### src/rtl/ram_arb_pkg.sv
`default_nettype none
// ============================================================================
// Module   : ram_arb_pkg
// Purpose  : Shared types and constants for the RAM port arbiter.
//            - port_e : requester identity. It doubles as the bit index into
//                       the two-bit request/grant vectors.
//            - WORD_W : default RAM word width (NB_COL * COL_WIDTH).
//            - resp_t : one entry of the response stage {valid, port, err}.
// Revision : 1.0 - initial release
// ============================================================================
package ram_arb_pkg;

  typedef enum logic {
    PORT_INSTR = 1'b0,
    PORT_DATA  = 1'b1
  } port_e;

  localparam int unsigned COL_WIDTH_DEF = 8;
  localparam int unsigned NB_COL_DEF    = 4;
  localparam int unsigned WORD_W        = NB_COL_DEF * COL_WIDTH_DEF;

  typedef struct packed {
    logic  valid;
    port_e port;
    logic  err;
  } resp_t;

endpackage
`default_nettype wire

### src/rtl/ram_port_arbiter_rr_arb2.sv
`default_nettype none
// ============================================================================
// Module   : rr_arb2
// Purpose  : Two-requester round-robin arbiter. The grant is combinational
//            from the requests and the last-granted port. On a conflict, the
//            port that was not granted last time wins.
// Ports    : clk       - clock, rising edge
//            rstn      - asynchronous active-low reset (last <= PORT_INSTR)
//            i_req[1:0]- requests, bit index = port_e
//            o_gnt[1:0]- one-hot grant, forced to 0 while in reset
// Revision : 1.0 - initial release
// ============================================================================
module rr_arb2
  import ram_arb_pkg::*;
(
  input  logic       clk,
  input  logic       rstn,
  input  logic [1:0] i_req,
  output logic [1:0] o_gnt
);

  port_e      r_last;
  logic [1:0] w_gnt;

  always_comb begin
    w_gnt = 2'b00;
    // Gating with rstn keeps every grant, and so every RAM write, off
    // while the block is held in reset.
    if (rstn) begin
      case (i_req)
        2'b01:   w_gnt = 2'b01;
        2'b10:   w_gnt = 2'b10;
        2'b11:   w_gnt = (r_last == PORT_INSTR) ? 2'b10 : 2'b01;
        default: w_gnt = 2'b00;
      endcase
    end
  end

  always_ff @(posedge clk or negedge rstn) begin
    if (!rstn) begin
      r_last <= PORT_INSTR;
    end else if (|w_gnt) begin
      r_last <= w_gnt[1] ? PORT_DATA : PORT_INSTR;
    end
  end

  assign o_gnt = w_gnt;

endmodule
`default_nettype wire

### src/rtl/ram_port_arbiter.sv
`default_nettype none
// ============================================================================
// Module   : ram_port_arbiter
// Purpose  : Shares one single-port, byte-write, read-first BRAM between an
//            instruction-fetch port (read-only) and a data port (read/write).
//            It grants round-robin, checks address alignment and range, muxes
//            the RAM command, and returns a response one cycle after each
//            grant.
// Ports    : clk, rstn                         - clock / async active-low reset
//            i_req/i_addr -> i_gnt             - instruction request
//            i_rvalid/i_rdata/i_err            - instruction response
//            d_req/d_we/d_addr/d_wdata -> d_gnt- data request
//            d_rvalid/d_rdata/d_err            - data response
//            ram_we/ram_addr/ram_di, ram_dout  - RAM command / read data
// Revision : 1.0 - initial release
// ============================================================================
module ram_port_arbiter
  import ram_arb_pkg::*;
#(
  parameter int SIZE       = 1024,
  parameter int ADDR_WIDTH = 32,
  parameter int COL_WIDTH  = 8,
  parameter int NB_COL     = 4
) (
  input  logic                        clk,
  input  logic                        rstn,
  input  logic                        i_req,
  input  logic [ADDR_WIDTH-1:0]       i_addr,
  output logic                        i_gnt,
  output logic                        i_rvalid,
  output logic [NB_COL*COL_WIDTH-1:0] i_rdata,
  output logic                        i_err,
  input  logic                        d_req,
  input  logic [NB_COL-1:0]           d_we,
  input  logic [ADDR_WIDTH-1:0]       d_addr,
  input  logic [NB_COL*COL_WIDTH-1:0] d_wdata,
  output logic                        d_gnt,
  output logic                        d_rvalid,
  output logic [NB_COL*COL_WIDTH-1:0] d_rdata,
  output logic                        d_err,
  output logic [NB_COL-1:0]           ram_we,
  output logic [ADDR_WIDTH-1:0]       ram_addr,
  output logic [NB_COL*COL_WIDTH-1:0] ram_di,
  input  logic [NB_COL*COL_WIDTH-1:0] ram_dout
);

  localparam int c_WORD_W = NB_COL * COL_WIDTH;

  logic [1:0]            w_gnt;
  logic                  w_any_gnt;
  logic [ADDR_WIDTH-1:0] w_addr;
  logic                  w_aligned;
  logic                  w_in_range;
  logic                  w_legal;
  logic                  w_i_resp;
  logic                  w_d_resp;
  logic [c_WORD_W-1:0]   w_resp_data;

  resp_t                 r_resp;
  logic [ADDR_WIDTH-1:0] r_ram_addr;
  logic [c_WORD_W-1:0]   r_i_rdata;
  logic [c_WORD_W-1:0]   r_d_rdata;
  logic                  r_i_err;
  logic                  r_d_err;

  rr_arb2 u_arb (
    .clk   (clk),
    .rstn  (rstn),
    .i_req ({d_req, i_req}),
    .o_gnt (w_gnt)
  );

  assign i_gnt     = w_gnt[0];
  assign d_gnt     = w_gnt[1];
  assign w_any_gnt = |w_gnt;
  assign w_addr    = w_gnt[1] ? d_addr : i_addr;

  // The word index is zero-extended, so out-of-range addresses fault
  // instead of aliasing back onto the RAM.
  assign w_aligned  = (w_addr[1:0] == 2'b00);
  assign w_in_range = ({2'b00, w_addr[ADDR_WIDTH-1:2]} < ADDR_WIDTH'(SIZE));
  assign w_legal    = w_aligned && w_in_range;

  assign ram_we   = (w_gnt[1] && w_legal) ? d_we : '0;
  assign ram_di   = w_gnt[1] ? d_wdata : '0;
  assign ram_addr = w_any_gnt ? w_addr : r_ram_addr;

  always_ff @(posedge clk or negedge rstn) begin
    if (!rstn) begin
      r_resp     <= '0;
      r_ram_addr <= '0;
    end else begin
      r_resp.valid <= w_any_gnt;
      r_resp.port  <= w_gnt[1] ? PORT_DATA : PORT_INSTR;
      r_resp.err   <= !w_legal;
      if (w_any_gnt) begin
        r_ram_addr <= w_addr;
      end
    end
  end

  // ram_dout is valid in the response cycle, so the read data passes straight
  // through. The hold registers keep rdata/err stable between responses.
  assign w_i_resp    = r_resp.valid && (r_resp.port == PORT_INSTR);
  assign w_d_resp    = r_resp.valid && (r_resp.port == PORT_DATA);
  assign w_resp_data = r_resp.err ? '0 : ram_dout;

  always_ff @(posedge clk or negedge rstn) begin
    if (!rstn) begin
      r_i_rdata <= '0;
      r_i_err   <= 1'b0;
      r_d_rdata <= '0;
      r_d_err   <= 1'b0;
    end else begin
      if (w_i_resp) begin
        r_i_rdata <= w_resp_data;
        r_i_err   <= r_resp.err;
      end
      if (w_d_resp) begin
        r_d_rdata <= w_resp_data;
        r_d_err   <= r_resp.err;
      end
    end
  end

  assign i_rvalid = w_i_resp;
  assign i_rdata  = w_i_resp ? w_resp_data : r_i_rdata;
  assign i_err    = w_i_resp ? r_resp.err  : r_i_err;
  assign d_rvalid = w_d_resp;
  assign d_rdata  = w_d_resp ? w_resp_data : r_d_rdata;
  assign d_err    = w_d_resp ? r_resp.err  : r_d_err;

endmodule
`default_nettype wire

### config.mk
export PLATFORM = sky130hd
export DESIGN_NAME = ram_port_arbiter
export DESIGN_NICKNAME = d
export VERILOG_FILES = /design/src/rtl/ram_arb_pkg.sv /design/src/rtl/ram_port_arbiter_rr_arb2.sv /design/src/rtl/ram_port_arbiter.sv
export SDC_FILE = /design/constraint.sdc
export NUM_CORES = 1
export LEC_CHECK = 0
export CELL_PAD_IN_SITES_DETAIL_PLACEMENT = 1
export CELL_PAD_IN_SITES_GLOBAL_PLACEMENT = 1
export CORE_AREA = 2 2 108 110
export CTS_BUF_LIST = sky130_fd_sc_hd__clkbuf_4
export DETAILED_ROUTE_END_ITERATION = 12
export DIE_AREA = 0 0 110 112
export DONT_BUFFER_PORTS = 1
export GPL_TIMING_DRIVEN = 1
export PLACE_DENSITY_LB_ADDON = 0.12
export SYNTH_ARGS = -nofsm -noshare
export SYNTH_HDL_FRONTEND = slang
export SYNTH_HIERARCHICAL = 1
export SYNTH_SLANG_ARGS = --single-unit
### constraint.sdc
create_clock -name clk -period 6.65 [get_ports clk]
set_input_delay 1.6625 -clock clk [delete_from_list [all_inputs] [get_ports clk]]
set_output_delay 1.6625 -clock clk [all_outputs]
set_load 0.01 [all_outputs]
---- After elaboration in Yosys (flattened, before gate mapping) ----
Cells that the tools add are included.
storage, ports and cells
  bits in registers ....................... 102
  input port bits ......................... 136
  output and inout port bits .............. 138
  logic and storage cells ................. 34
operators by class
  magnitude comparators ................... 1
  equal/unequal tests ..................... 3
  mux-type cells .......................... 13
  bitwise logic cells ..................... 1
  reduce and logical (&&, ||, !) cells .... 7
operators with widths
  kind                  number
  $mux 32               6
  $lt 30x11->1 const B  1
  $pmux 2 s3            1
  $eq 2x2->1 const B    2
  $logic_and 1x1->1     4
  $mux 2                2
  $mux 4                1
  $mux 1                3
  $eq 2x1->1 const B    1
  $logic_not 2->1       1
  $reduce_or 2->1       1
  $logic_not 1->1       1
  $not 1->1             1

---- Logic depth before layout (Yosys ltp) ----
  depth in word-level cells ............... 8
  gate-level depth with buffers ........... 7
  depth with buffers taken out ............ 6

---- Hierarchy ----
The synthesis kept the hierarchy.
by module, submodules not included
  module            times used  cells an instance  area an instance (um2)  sequential area each (um2)
  ram_port_arbiter  1           451                4,476.8                 2,527.4
  rr_arb2           1           8                  61.3                    25.0

---- Worst setup path before layout ----
No wires, ideal clock.
  path type ............................... input port to output port
  start ................................... input rstn
  end ..................................... output ram_we[0]
  arrival time ............................ 3.288 ns
  required time ........................... 4.987 ns
  setup slack ............................. 1.699 ns
  stages .................................. 6
  buffers on the path ..................... 0
  path through ............................ nand2_1 a21oi_1 or4b_1 o22ai_1 nand4_2 nor3_1
on the way
  word-level cells in the longest chain between the ends .. 6
  elaborated cells between the ends (all ways) .. 7
  those cells by class .................... order compare: 1; mux: 3; reduce/logical: 3
ends and longest elaborated chain
  what                                                    RTL line                                        text
  from (decl)                                             ram_port_arbiter.sv:26                          input logic rstn,
  $mux 2 (*)                                              ram_port_arbiter_rr_arb2.sv:29                  if (rstn) begin
  via d_gnt                                               ram_port_arbiter.sv:37                          output logic d_gnt,
  $mux 32                                                 ram_port_arbiter.sv:76                          assign w_addr = w_gnt[1] ? d_addr : i_addr;
  $lt 30x11->1 / $logic_not 2->1 (equally long branches)  ram_port_arbiter.sv:81, ram_port_arbiter.sv:80
  $logic_and 1x1->1                                       ram_port_arbiter.sv:82                          assign w_legal = w_aligned && w_in_range;
  $logic_and 1x1->1 (*)                                   ram_port_arbiter.sv:84                          assign ram_we = (w_gnt[1] && w_legal) ? d_we : '0;
  $mux 4 (*)                                              ram_port_arbiter.sv:84
  to (decl)                                               ram_port_arbiter.sv:41                          output logic [NB_COL-1:0] ram_we,
Mark *: on every way through the listed nets, which the timed path passes. The rest lies on a longest branch.

---- Worst setup path after layout ----
  start ................................... input rstn
  end ..................................... output ram_we[2]
on the way
  word-level cells in the longest chain between the ends .. 6
  elaborated cells between the ends (all ways) .. 7
  those cells by class .................... order compare: 1; mux: 3; reduce/logical: 3
ends and longest elaborated chain
  what                                                    RTL line
  $mux 2 (*)                                              ram_port_arbiter_rr_arb2.sv:29
  $mux 32                                                 ram_port_arbiter.sv:76
  $lt 30x11->1 / $logic_not 2->1 (equally long branches)  ram_port_arbiter.sv:81, ram_port_arbiter.sv:80
  $logic_and 1x1->1                                       ram_port_arbiter.sv:82
  $logic_and 1x1->1 (*)                                   ram_port_arbiter.sv:84
  $mux 4 (*)                                              ram_port_arbiter.sv:84
Mark *: on every way between the ends. The rest lies on a longest branch, timed or not.

==> impl_metrics.env <==
export IMPL_status="completed"
export IMPL_numPlacedInstances=576
export IMPL_muxShareOfSynthArea=0.08933
export IMPL_ctsHoldBuffers=0
export IMPL_yosysTopAreaCell="dfrtp_1"
export IMPL_hold_depth=2
export IMPL_pwr_density_cell_nw_per_um2=255.9
export IMPL_wl_per_cell_um=20.67
export IMPL_dr_pass1_iters=4
export IMPL_syn_area_per_cell_um2=9.887
export IMPL_p_int_w=0.0008542
export IMPL_arrival_ns=3.83
export IMPL_end_kind="primary output"
export IMPL_numCtsBuffers=9
export IMPL_io_pins=274
export IMPL_critPathMaxStageDelay_ns=0.64
export IMPL_hold_path_class="register to register"
export IMPL_viasPerCell=5.459
export IMPL_grt_max_degree=106
export IMPL_leakagePower_nw=1.955
export IMPL_crit_chain="nand2_1 -> a21oi_4 -> or4b_1 -> o22ai_1 -> nand4_2 -> nor3_1"
export IMPL_postLayoutCoreUtil=0.4292
export IMPL_drc_errors=0
export IMPL_worstRegToRegCells=5
export IMPL_switching_share=0.3040
export IMPL_path_class="input pin to primary output"
export IMPL_ys_warn_count=6
export IMPL_path_buf_inv=0
export IMPL_std_cell_rows=39
export IMPL_wirelength_mm=12.24
export IMPL_die_y_um=112
export IMPL_drive_above_1_share=0.06459
export IMPL_htree_levels=3
export IMPL_initial_core_util=0.4061
export IMPL_hold_viol=0
export IMPL_path_max_fanout=105
export IMPL_drtIter0Drc=136
export IMPL_post_cts_resize_count=0
export IMPL_setup_violations=0
export IMPL_ys_ff_latch=102
export IMPL_synth_top_family_by_area="simple AND/OR/NAND/NOR gates"
export IMPL_fin_crit_ns=5.489
export IMPL_grt_usage=0.1975
export IMPL_clock_sinks=102
export IMPL_insertion_delay_ns=0.44
export IMPL_n_fill_cell=1274
export IMPL_clk_pin_slew_worst_paths_ns=0.16
export IMPL_synth_xor_area_share=0
export IMPL_synthSimpleGateAreaFrac=0.2040
export IMPL_setup_tns_final_ns=0
export IMPL_worst_pin_slew_ns=1.179
export IMPL_p_switching_w=0.0003731
export IMPL_rsz0062_at_grt="false"
export IMPL_place_congestion=0.8274
export IMPL_synthesis_area_um2=4538
export IMPL_synth_cell_types=23
export IMPL_vias=3232
export IMPL_ant_nets=0
export IMPL_pwr_share_comb=0.162
export IMPL_final_cell_mix="dfrtp_1, nand2_1, o21ai_1"
export IMPL_slew_limit_headroom=0.2109
export IMPL_peakVddDrop_mv=0.1403
export IMPL_cts_root_buf="clkbuf_4"
export IMPL_final_cell_area_um2=4796
export IMPL_post_cts_buffers=0
export IMPL_critPathRequiredTime_ns=4.99
export IMPL_yosysTopAreaCellShare=0.5624
export IMPL_syn_nets=595
export IMPL_cts_tree="yes"
export IMPL_nets=580
export IMPL_io_buffers=0
export IMPL_fin_cells=592
export IMPL_path_depth=6
export IMPL_synthTopCellsByArea="dfrtp_1, o21ai_1, nand2_1"
export IMPL_mostFrequentLayoutCell="dfrtp_1"
export IMPL_synthAdderAreaFrac=0
export IMPL_p_seq_frac=0.571
export IMPL_slew_viol_final=0
export IMPL_maxCapViolCount=0
export IMPL_diodes=0
export IMPL_grt_pass1_wl_mm=18.74
export IMPL_fmax_ghz=0.1822
export IMPL_fin_skew_ns=0.01000
export IMPL_fin_crit_sh=0.8254
export IMPL_place_area_um2=4657
export IMPL_clk_path_buf_depth=2
export IMPL_die_w_um=110
export IMPL_cp_top_family="simple AND/OR/NAND/NOR gates"
export IMPL_synthCells=459
export IMPL_synth_seq_area_share=0.5624
export IMPL_critPathLaunchType="input pin"
export IMPL_area_growth_pct=5.680
export IMPL_clkPwrFrac=0.267
export IMPL_core_um2=11170
export IMPL_grt_pass1_vias=3461
export IMPL_antenna_found_initial=0
export IMPL_design_die_area_um2=12320
export IMPL_synth_compound_area_frac=0.1125
export IMPL_gr_total_overflow=0
export IMPL_crit_slowest_cell="a21oi_4"
export IMPL_hpwl_mm=9.126
[state kept, by name, indices dropped and copies added, names as in the netlist]
| name | cells |
|---|---|
| r_d_err | 1 |
| r_i_rdata | 32 |
| r_resp | 3 |
| r_d_rdata | 32 |
| r_i_err | 1 |
| u_arb/r_last | 1 |
| r_ram_addr | 32 |
[worst reg2reg max path: stages (launching register included)]
cell and delay (ns):
dfrtp_1 0.45, a21oi_4 0.66, or4b_1 0.50, o22ai_1 0.19, nand4_2 0.20, or2_1 0.25
[cells in the mapped netlist, drive strengths merged]
cell type  instances
nor3               5
or4b               5
nor3b              1
nand2             98
o22ai              5
dfrtp            102
clkbuf            22
mux2              12
mux2i             27
inv                3
and2              32
buf               10
or4                5
o21ai             92
nand2b            33
a21oi              3
and3               1
nand4              1
or2                2
[through the flow]
step	power [W]	hold WS (ns)	setup slack, ns
floorplan	0.0008704	0.5206	1.699
global placement	0.0009086	0.5627	1.266
detailed placement	0.0009167	0.5700	1.185
CTS	0.001249	0.6069	1.192
global route	0.001298	0.6199	0.9944
finish	0.001227	0.6000	1.161
[metal layers]
metal,up-vias,wire length [um],GRT usage
li1,1519,-,-
met1,1547,4779,0.2417
met2,154,5972,0.3170
met3,12,1316,0.08841
met4,0,166,0.04895
met5,-,0,0
[worst paths after layout]
path	from	endpoint	slack, ns
setup / recovery	rstn	ram_we[2]	1.16
hold / removal	r_d_rdata[26]	r_d_rdata[26]	0.60
setup reg to reg	u_arb/r_last	r_resp[0]	4.32
hold reg to reg	r_d_rdata[26]	r_d_rdata[26]	0.60
max in group asynchronous	rstn	r_ram_addr[26]	5.61
min in group asynchronous	rstn	r_i_rdata[26]	0.88
[cell families after synthesis]
group	Yosys count
buffers and inverters	35
DFF	102
and+or+nand+nor	183
AOI/OAI and AO/OA	100
muxes	39
[area by class of cell]
type                       count  area, um^2  share of cell area
timing repair buffer           6       45.04            0.009392
inverter                       3       11.26            0.002348
sequential                   102        2552              0.5322
multi-input combinational    322        1869              0.3898
clock buffer                   9       67.56             0.01409
clock inverter                 7       71.32             0.01487
tap                          143       178.9             0.03731
[power by group through the flow]
stage	clock (W)	combinational, W	sequential [W]
final	0.000328	0.000199	0.000701
after CTS	0.000345	0.000203	0.000702
after global routing	0.000367	0.000223	0.000708
after global placement	0	0.000197	0.000711
after detailed placement	0	0.000203	0.000714
after floorplan	0	0.000164	0.000707
Note: power is estimated with default switching activity, not from simulation.
